<file path="src/rtl/imm_gen_pipe.sv">
// Registered immediate generator with valid/ready on both sides and a skid register.
// Build option IMM_GEN_AUTO_SEL_EN: decode the format from the opcode and ignore imm_sel.
module imm_gen_pipe #(
  parameter int unsigned XLEN  = 32,
  parameter int unsigned TAG_W = 32
) (
  input  logic             clk,
  input  logic             rst,
  input  logic             in_valid,
  output logic             in_ready,
  input  logic [31:0]      instr,
  input  logic [2:0]       imm_sel,
  input  logic [TAG_W-1:0] in_tag,
  output logic             out_valid,
  input  logic             out_ready,
  output logic [XLEN-1:0]  imm_out,
  output logic [TAG_W-1:0] out_tag
);

  typedef enum logic [2:0] {
    IMM_I    = 3'd0,
    IMM_S    = 3'd1,
    IMM_B    = 3'd2,
    IMM_U    = 3'd3,
    IMM_J    = 3'd4,
    IMM_Z    = 3'd5,
    IMM_NONE = 3'd7
  } imm_fmt_e;

  imm_fmt_e         fmt;
  logic [31:0]      imm32;
  logic [XLEN-1:0]  imm_ext;

  logic             o_valid;
  logic [XLEN-1:0]  o_imm;
  logic [TAG_W-1:0] o_tag;
  logic             k_valid;
  logic [XLEN-1:0]  k_imm;
  logic [TAG_W-1:0] k_tag;

  logic accept;
  logic o_free;

`ifdef IMM_GEN_AUTO_SEL_EN
  logic unused_sel;
  assign unused_sel = ^imm_sel;

  always_comb begin
    fmt = IMM_NONE;
    case (instr[6:0])
      7'b0010011, 7'b0000011, 7'b1100111, 7'b0001111: fmt = IMM_I;
      7'b0100011:                                     fmt = IMM_S;
      7'b1100011:                                     fmt = IMM_B;
      7'b0110111, 7'b0010111:                         fmt = IMM_U;
      7'b1101111:                                     fmt = IMM_J;
      7'b1110011:                                     fmt = instr[14] ? IMM_Z : IMM_I;
      default:                                        fmt = IMM_NONE;
    endcase
  end
`else
  logic unused_opcode;
  assign unused_opcode = ^instr[6:0];

  always_comb begin
    fmt = IMM_NONE;
    if (imm_sel <= 3'd5) fmt = imm_fmt_e'(imm_sel);
  end
`endif

  always_comb begin
    imm32 = '0;
    case (fmt)
      IMM_I:   imm32 = {{20{instr[31]}}, instr[31:20]};
      IMM_S:   imm32 = {{20{instr[31]}}, instr[31:25], instr[11:7]};
      IMM_B:   imm32 = {{20{instr[31]}}, instr[7], instr[30:25], instr[11:8], 1'b0};
      IMM_U:   imm32 = {instr[31:12], 12'b0};
      IMM_J:   imm32 = {{12{instr[31]}}, instr[19:12], instr[20], instr[30:21], 1'b0};
      IMM_Z:   imm32 = {27'b0, instr[19:15]};
      default: imm32 = '0;
    endcase
  end

  // Bit 31 carries the sign for every format (Z has it clear), so one extension fits all.
  assign imm_ext = XLEN'($signed(imm32));

  assign in_ready  = !k_valid;
  assign out_valid = o_valid;
  assign imm_out   = o_imm;
  assign out_tag   = o_tag;

  assign accept = in_valid && !k_valid;
  assign o_free = !o_valid || out_ready;

  always_ff @(posedge clk or posedge rst) begin
    if (rst) begin
      o_valid <= 1'b0;
      o_imm   <= '0;
      o_tag   <= '0;
      k_valid <= 1'b0;
      k_imm   <= '0;
      k_tag   <= '0;
    end else if (o_free) begin
      // K only fills while O is held, and in_ready is low while K is full,
      // so a K refill and a new accept never compete for O.
      if (k_valid) begin
        o_valid <= 1'b1;
        o_imm   <= k_imm;
        o_tag   <= k_tag;
        k_valid <= 1'b0;
      end else if (accept) begin
        o_valid <= 1'b1;
        o_imm   <= imm_ext;
        o_tag   <= in_tag;
      end else begin
        o_valid <= 1'b0;
      end
    end else if (accept) begin
      k_valid <= 1'b1;
      k_imm   <= imm_ext;
      k_tag   <= in_tag;
    end
  end

endmodule

</file>
<file path="config.mk">
export PLATFORM = sky130hd
export DESIGN_NAME = imm_gen_pipe
export DESIGN_NICKNAME = d
export VERILOG_FILES = /design/src/rtl/imm_gen_pipe.sv
export SDC_FILE = /design/constraint.sdc
export NUM_CORES = 1
export LEC_CHECK = 0
export ABC_AREA = 1
export CAP_MARGIN = 20
export CORE_ASPECT_RATIO = 1.2
export CORE_MARGIN = 5
export CORE_UTILIZATION = 40
export CTS_BUF_LIST = sky130_fd_sc_hd__clkbuf_16
export DETAILED_ROUTE_END_ITERATION = 10
export HOLD_SLACK_MARGIN = 0.08
export PLACE_DENSITY = 0.73
export SLEW_MARGIN = 10
export SYNTH_ARGS = -nofsm -noshare
export SYNTH_HDL_FRONTEND = slang
export SYNTH_SLANG_ARGS = --single-unit
</file>
<file path="constraint.sdc">
create_clock -name clk -period 6.2 [get_ports clk]
set_input_delay 1.86 -clock clk [delete_from_list [all_inputs] [get_ports clk]]
set_output_delay 1.86 -clock clk [all_outputs]
set_load 0.05 [all_outputs]
</file>
# Word level (Yosys, flattened, before mapping)
# Index checks and enable logic that the tools add are counted.
[op_classes] eq_ne=5 n_reduce_logical=9 n_mux=10 bitwise_logic=1 magnitude_cmp=1
[op_table] op="32-bit case mux with 6 select lines" n=1
[op_table] op="32-bit two-way mux" n=4
[op_table] op="3-bit by 2-bit equality test with 1-bit output, second input constant" n=2
[op_table] op="3-bit equality test, second input constant" n=2
[op_table] op="1-bit two-way mux" n=4
[op_table] op="2-bit AND reduction" n=2
[op_table] op="2-bit nonzero test" n=2
[op_table] op="3-bit by 1-bit equality test with 1-bit output, second input constant" n=1
[op_table] op="3-bit less-or-equal comparator, second input constant" n=1
[op_table] op="3-bit zero test" n=1
[op_table] op="3-bit two-way mux" n=1
[op_table] op="1-bit zero test" n=2
[op_table] op="1-bit logical AND" n=1
[op_table] op="1-bit logical OR" n=1
[op_table] op="1-bit NOT" n=1
[totals] reg_bits=130 word_cells=32 output_inout_bits=66

# Longest topological paths before layout
# Gate-level depths: netlist of run 1.
[depth] word_depth=6 depth_mapped=9 mapped_depth_nobuf=7

# Worst setup path after synthesis of run 1
# OpenSTA, ideal clock, no wires.
[synth_timing] kind="register to output" startpoint="register k_valid" endpoint="output port in_ready" t_arrival_ns=1.083 path_stages_with_launch=5 path_buffers=3 required_ns=4.340 setup_slack_ns=3.257 cell_sequence="dfrtp_1 > buf_2 > inv_2 > buf_2 > buf_2"
[synth_between] elab_chain_cells=1
[synth_lines] item="from (decl)" line_no="37" source="logic k_valid;"
[synth_lines] item="from (signal assigned)" line_no="99" source="k_valid <= 1'b0;"
[synth_lines] item="from (signal assigned)" line_no="109" source="k_valid <= 1'b0;"
[synth_lines] item="from (signal assigned)" line_no="118" source="k_valid <= 1'b1;"
[synth_lines] item="1-bit zero test" line_no="86" source="assign in_ready = !k_valid;"
[synth_lines] item="to (decl)" line_no="10" source="output logic in_ready,"
# Every way passes these cells.

# Final worst setup path of run 1
[layout_timing] startpoint="input port out_ready" endpoint="register k_imm[3]"
[layout_between] elab_chain_cells=3
[layout_lines] item="from (decl)" line_no="15" source="input logic out_ready,"
[layout_lines] item="1-bit logical OR" line_no="92" source="assign o_free = !o_valid || out_ready;"
[layout_lines] item="1-bit NOT (no source line)"
[layout_lines] item="2-bit AND reduction (no source line)"
[layout_lines] item="to (signal assigned)" line_no="119" source="k_imm <= imm_ext;"
[layout_lines] item="to (decl)" line_no="38" source="logic [XLEN-1:0] k_imm;"
# Every way passes these cells.
# A chain may end at the register's enable or synchronous reset.

==> results.sh, run 1 <==
export IMPL_synth_async_sr_flop_share_pct=100
export IMPL_switching_share_pct=34.3
export IMPL_rows=48
export IMPL_p_seq_share_pct=38.0
export IMPL_synth_top_family_by_area="simple AND/OR/NAND/NOR gates"
export IMPL_leakage_uw=0.00358
export IMPL_die_y_um=142
export IMPL_syn_inst=711
export IMPL_clk_pin_slew_ps=60
export IMPL_intPower_uw=1920
export IMPL_drive_gt1_share_pct=6.03
export IMPL_period_needed_ps=3990
export IMPL_hp_class="reg2reg"
export IMPL_htree_levels=4
export IMPL_gp_congestion=0.761
export IMPL_ant_nets=0
export IMPL_core_sq_um=14400
export IMPL_register_area_sq_um=3250
export IMPL_final_util_pct=53.8
export IMPL_slew_headroom_pct=36.4
export IMPL_fin_crit_sh_pct=64.4
export IMPL_slowest_delay_ps=760
export IMPL_io_pins=137
export IMPL_r2r_cells=8
export IMPL_fmax_mhz=251
export IMPL_synthMuxAreaShare_pct=0
export IMPL_hold_start="k_tag[4]"
export IMPL_n_antenna_cell=0
export IMPL_wl_um=15200
export IMPL_ys_types=25
export IMPL_synth_compound_area_share_pct=12.0
export IMPL_p_per_area_nw_per_um2=379
export IMPL_cts_setup_buffers=0
export IMPL_synth_top_cell_area_share_pct=55.6
export IMPL_fin_worst_skew_ps=6.42
export IMPL_syn2layout_area_growth_pct=32.0
export IMPL_nFillCells=1305
export IMPL_worstPathCellList="clkdlybuf4s50_1, nor2_2, nand3_2, buf_4, inv_2, buf_4, nor2_1, a31oi_1"
export IMPL_rsz0062_at_grt="no"
export IMPL_syn_avg_cell_area_sq_um=8.23
export IMPL_hold_violations=0
export IMPL_yosys_top_cells_count="nand2_1 (272), dfrtp_1 (130), nor2_1 (81)"
export IMPL_crit_family="buffers and inverters"
export IMPL_cp_arrival_ps=4320
export IMPL_syn_num_nets=782
export IMPL_crit_required_ps=6530
export IMPL_grt_max_degree=89
export IMPL_dieArea_sq_um=17200
export IMPL_synth_flop_cell="dfrtp_1"
export IMPL_synth_simple_gate_area_share_pct=26.8
export IMPL_finalMaxSlewViolations=0
export IMPL_power_switching_uw=1000
export IMPL_fin_setup_tns_ps=0
export IMPL_cp_end_kind="register"
export IMPL_cts_tree="yes"
export IMPL_cts_buffers=17
export IMPL_clockPowerShare_pct=33.0
export IMPL_criticalPathCategory="in2reg"
export IMPL_yosysWarnings=0
export IMPL_synthTopCellsByArea="dfrtp_1 (56%), nand2_1 (17%), a31oi_1 (5.6%), nor2_1 (5.2%), a21oi_1 (2.7%)"
export IMPL_root_buffer="clkbuf_16"
export IMPL_first_global_vias=4820
export IMPL_setup_viol=0
export IMPL_grt_pass1_wl_um=25200
export IMPL_start_kind="input pin"
export IMPL_dp_hpwl_um=9310
export IMPL_clk_latency_ps=410
export IMPL_syn_area_sq_um=5850
export IMPL_synth_edf_count=0
export IMPL_clockBufferDepth=2
export IMPL_cpMaxStageDelayCell="inv_2"
export IMPL_multiInputGateArea_sq_um=2270
export IMPL_synth_area_leader_cell="dfrtp_1"
export IMPL_synth_seq_cells=130
export IMPL_wl_per_cell_um=15.2
export IMPL_cp_max_fo=53
export IMPL_dieWidth_um=120
export IMPL_cts_resized=0
export IMPL_cp_depth=8
export IMPL_drc=0
export IMPL_io_buffer_count=129
export IMPL_hold_depth=2
export IMPL_p_comb_share_pct=29.0
export IMPL_cts_hold_buf=0
export IMPL_maxCapViolCount=0
export IMPL_antenna_found_initial=0
export IMPL_placedCellCount=973
export IMPL_final_area_sq_um=7720
export IMPL_synth_seq_area_share_pct=55.6
export IMPL_vias=5050
export IMPL_crit_start="out_ready"
export IMPL_cts_sinks=130
export IMPL_vias_per_cell=5.03
export IMPL_crit_path_frequent_cell="buf_4"
export IMPL_synth_most_common_cell="nand2_1"
export IMPL_ir_drop_uv=180
export IMPL_place_area_sq_um=7160
export IMPL_tightestPinTransition_ps=953
export IMPL_track_usage_pct=18.6
export IMPL_start_util_pct=40.8
export IMPL_grt_ovfl_total=0
export IMPL_synth_xor_area_share_pct=0
export IMPL_instances_no_fill=1004
export IMPL_fin_nets=888
export IMPL_reg2reg_from="k_valid"
export IMPL_first_pass_iters=5
export IMPL_path_buf_inv=4
export IMPL_status="completed"
export IMPL_timing_hold_ws_ps=474
export IMPL_drtIter0Drc=430
export IMPL_synth_fa_ha_area_share_pct=0
## layout make-up
class / instances / area share (%)
clock inverter: 14 / 1.73
sequential: 130 / 42.2
clock buffer: 17 / 5.51
multi-input combinational: 513 / 29.4
tap: 175 / 2.84
timing repair buffer: 135 / 17.3
inverter: 20 / 1.04
## power by group through the flow
stage	clock [uW]	combinational (uW)	sequential [uW]
floorplan	0	274	1410
global placement	0	847	1120
detailed placement	0	857	1120
CTS	981	858	1110
global route	1020	915	1140
finish	967	848	1110
## layout by cell type (no fill, tap or decap)
cell type / n
nand3_2: 2
nand2_4: 3
a21oi_1: 31
nand4_1: 11
clkinv_2: 2
inv_1: 19
inv_6: 1
dfrtp_1: 129
a31oi_1: 52
nand2_1: 272
o21ai_1: 8
bufinv_16: 3
nor2_1: 81
o21ai_2: 2
nor2_2: 2
o21ai_0: 31
o211ai_1: 1
clkinv_1: 3
nor2_4: 1
clkdlybuf4s50_1: 129
buf_4: 6
inv_2: 6
nand3_1: 12
clkbuf_16: 17
nand2_8: 1
nand2_2: 3
dfrtp_2: 1
## flip-flops by register name, summed over array words and instances, names as in the netlist
signal and count:
out_valid 1, k_imm 32, k_valid 1, out_tag 32, k_tag 32, imm_out 32
## metrics by stage
stage                     worst slack, ps  total power (uW)
after global placement               1790              1970
after CTS                            2190              2950
after detailed placement             1770              1980
after floorplan                       871              1680
after global routing                 2000              3070
final                                2210              2930
## worst paths after layout
path / slack, ps / end
hold reg to reg: 470 / k_tag[4]
setup reg to reg: 3150 / k_imm[3]
setup / recovery: 2210 / k_imm[3]
min in group asynchronous: 1960 / k_tag[27]
max in group asynchronous: 3170 / k_imm[28]
hold / removal: 470 / k_tag[4]
## layer usage
layer	up-vias	track usage [%]	part of all wire, %
met5	-	0	0
met4	0	7.70	2.7
met3	23	4.14	4.2
met2	125	30.2	49
met1	2372	24.0	45
li1	2530	-	-
## kinds of logic (layout without fill, tap and decap cells)
family                 count (synthesis)  after routing
buffers and inverters                 68            186
AND/OR/NAND/NOR                      388            388
flip-flops                           130            130
AO/OA/AOI/OAI                        125            125
## worst register-to-register path, stage by stage (launching register included)
cell and delay, ps:
dfrtp_2 400, inv_2 60, buf_4 620, nand3_2 130, buf_4 330, inv_2 770, buf_4 440, nor2_1 80
a31oi_1 150
Power figures use the tool's default switching activity.
==> run 2: changes to the inputs <==
--- a/config.mk
+++ b/config.mk
@@ -13,7 +13,7 @@
 export CTS_BUF_LIST = sky130_fd_sc_hd__clkbuf_16
 export DETAILED_ROUTE_END_ITERATION = 10
 export HOLD_SLACK_MARGIN = 0.08
-export PLACE_DENSITY = 0.73
+export PLACE_DENSITY = 0.76
 export SLEW_MARGIN = 10
 export SYNTH_ARGS = -nofsm -noshare
 export SYNTH_HDL_FRONTEND = slang
==> constraint.sdc (replaced) <==
create_clock -name clk -period 3.39 [get_ports clk]
set_input_delay 1.017 -clock clk [delete_from_list [all_inputs] [get_ports clk]]
set_output_delay 1.017 -clock clk [all_outputs]
set_load 0.05 [all_outputs]
==> results.sh, run 2 (synthesized netlist as in run 1, its figures left out) <==
export IMPL_status="completed"
export IMPL_fin_crit_sh_pct=77.6
export IMPL_die_y_um=142
export IMPL_p_comb_share_pct=29.6
export IMPL_drive_gt1_share_pct=6.85
export IMPL_grt_pass1_wl_um=25000
export IMPL_wl_um=15000
export IMPL_p_seq_share_pct=38.6
export IMPL_first_global_vias=4906
export IMPL_hold_violations=0
export IMPL_vias=5113
export IMPL_fin_nets=892
export IMPL_wl_per_cell_um=14.9
export IMPL_cp_max_fo=2
export IMPL_htree_levels=4
export IMPL_ant_nets=0
export IMPL_hold_depth=2
export IMPL_clk_pin_slew_ps=50
export IMPL_n_antenna_cell=0
export IMPL_cts_setup_buffers=0
export IMPL_first_pass_iters=6
export IMPL_gp_congestion=0.790
export IMPL_track_usage_pct=18.3
export IMPL_cp_end_kind="output pin"
export IMPL_vias_per_cell=5.08
export IMPL_r2r_cells=7
export IMPL_tightestPinTransition_ps=747
export IMPL_register_area_sq_um=3250
export IMPL_slowest_delay_ps=840
export IMPL_io_pins=137
export IMPL_nFillCells=1316
export IMPL_setup_viol=0
export IMPL_placedCellCount=977
export IMPL_syn2layout_area_growth_pct=32.8
export IMPL_p_total_uw=5280
export IMPL_grt_max_degree=92
export IMPL_ir_drop_uv=299
export IMPL_cts_tree="yes"
export IMPL_cts_resized=0
export IMPL_clockBufferDepth=2
export IMPL_path_buf_inv=1
export IMPL_criticalPathCategory="reg2out"
export IMPL_start_kind="register"
export IMPL_clockPowerShare_pct=31.8
export IMPL_fmax_mhz=380
export IMPL_drc=0
export IMPL_dp_hpwl_um=9690
export IMPL_instances_no_fill=1007
export IMPL_cts_buffers=17
export IMPL_hold_start="k_tag[24]"
export IMPL_antenna_found_initial=0
export IMPL_place_ws_ps=610
export IMPL_root_buffer="clkbuf_16"
export IMPL_crit_required_ps=2370
export IMPL_worstPathCellList="clkdlybuf4s50_1"
export IMPL_slew_headroom_pct=50.2
export IMPL_final_common_cell="nand2_1"
export IMPL_crit_family="buffers and inverters"
export IMPL_hp_class="reg2reg"
export IMPL_maxCapViolCount=0
export IMPL_worst_slack_ps=758
export IMPL_finalMaxSlewViolations=0
export IMPL_start_util_pct=40.8
export IMPL_whs_endpoint="k_tag[24]"
export IMPL_cts_hold_buf=0
export IMPL_multiInputGateArea_sq_um=2270
export IMPL_drtIter0Drc=382
export IMPL_dieWidth_um=120
export IMPL_fin_worst_skew_ps=5.17
export IMPL_reg2reg_from="k_valid"
export IMPL_cpMaxStageDelayCell="clkdlybuf4s50_1"
export IMPL_intPower_uw=3450
export IMPL_period_needed_ps=2630
export IMPL_grt_ovfl_total=0
export IMPL_r2r_setup_slack_ps=1300
export IMPL_final_util_pct=54.1
export IMPL_dieArea_sq_um=17200
export IMPL_switching_share_pct=34.6
export IMPL_fin_setup_tns_ps=0
export IMPL_cp_arrival_ps=1610
export IMPL_leakage_uw=0.00360
export IMPL_cts_sinks=130
export IMPL_io_buffer_count=129
export IMPL_most_common_layout_cells="nand2_1 (272), dfrtp_1 (129), clkdlybuf4s50_1 (128)"
export IMPL_p_per_area_nw_per_um2=680
export IMPL_clk_latency_ps=410
export IMPL_r2r_end="k_imm[24]"
export IMPL_core_sq_um=14400
export IMPL_rows=48
export IMPL_rsz0062_at_grt="no"
export IMPL_power_switching_uw=1830
run 2: changes by cell type in the layout (fill, tap and decap cells not counted):
cell / previous run / this run
buf_12: 0 / 4
clkinv_2: 2 / 5
clkinv_1: 3 / 1
buf_4: 6 / 7
bufinv_16: 3 / 2
clkdlybuf4s50_1: 129 / 128
clkinvlp_4: 0 / 1
inv_1: 19 / 18
inv_6: 1 / 0
run 2: through the flow:
step	area [sq um]	hold WS [ps]
after global routing	7770	496
after global placement	7240	460
after detailed placement	7240	465
after CTS	7770	480
after floorplan	5850	448
final	7770	476
run 2: area by class of cell:
| class | count | area share, % |
|---|---|---|
| flip-flops and latches | 130 | 41.9 |
| multi-input cells | 513 | 29.2 |
| repair buffers | 139 | 18.2 |
| clock inverters | 13 | 1.38 |
| clock buffers | 17 | 5.48 |
| well taps | 175 | 2.82 |
| inverters | 20 | 1.01 |
run 2: worst max-delay path by stage:
stage,from,to,slack [ps],cells past startpoint
after CTS,imm_out[11],imm_out[11],740,1
final,imm_out[11],imm_out[11],760,1
after detailed placement,in_valid,imm_out[0],610,7
after floorplan,rst,imm_out[0],760,1
after global routing,imm_out[4],imm_out[4],710,1
after global placement,in_valid,imm_out[0],640,7
run 2: metal layers:
metal,part of all wire [%],GRT usage (%)
met1,43,23.2
met2,50,30.1
met3,4.9,4.29
met4,2.3,7.52
met5,0,0
run 2: power groups by stage:
stage,Combinational (uW),Sequential (uW),Clock [uW]
detailed placement,1580,2060,0
global placement,1560,2050,0
finish,1560,2040,1680
floorplan,502,2580,0
CTS,1580,2040,1710
global route,1690,2080,1780
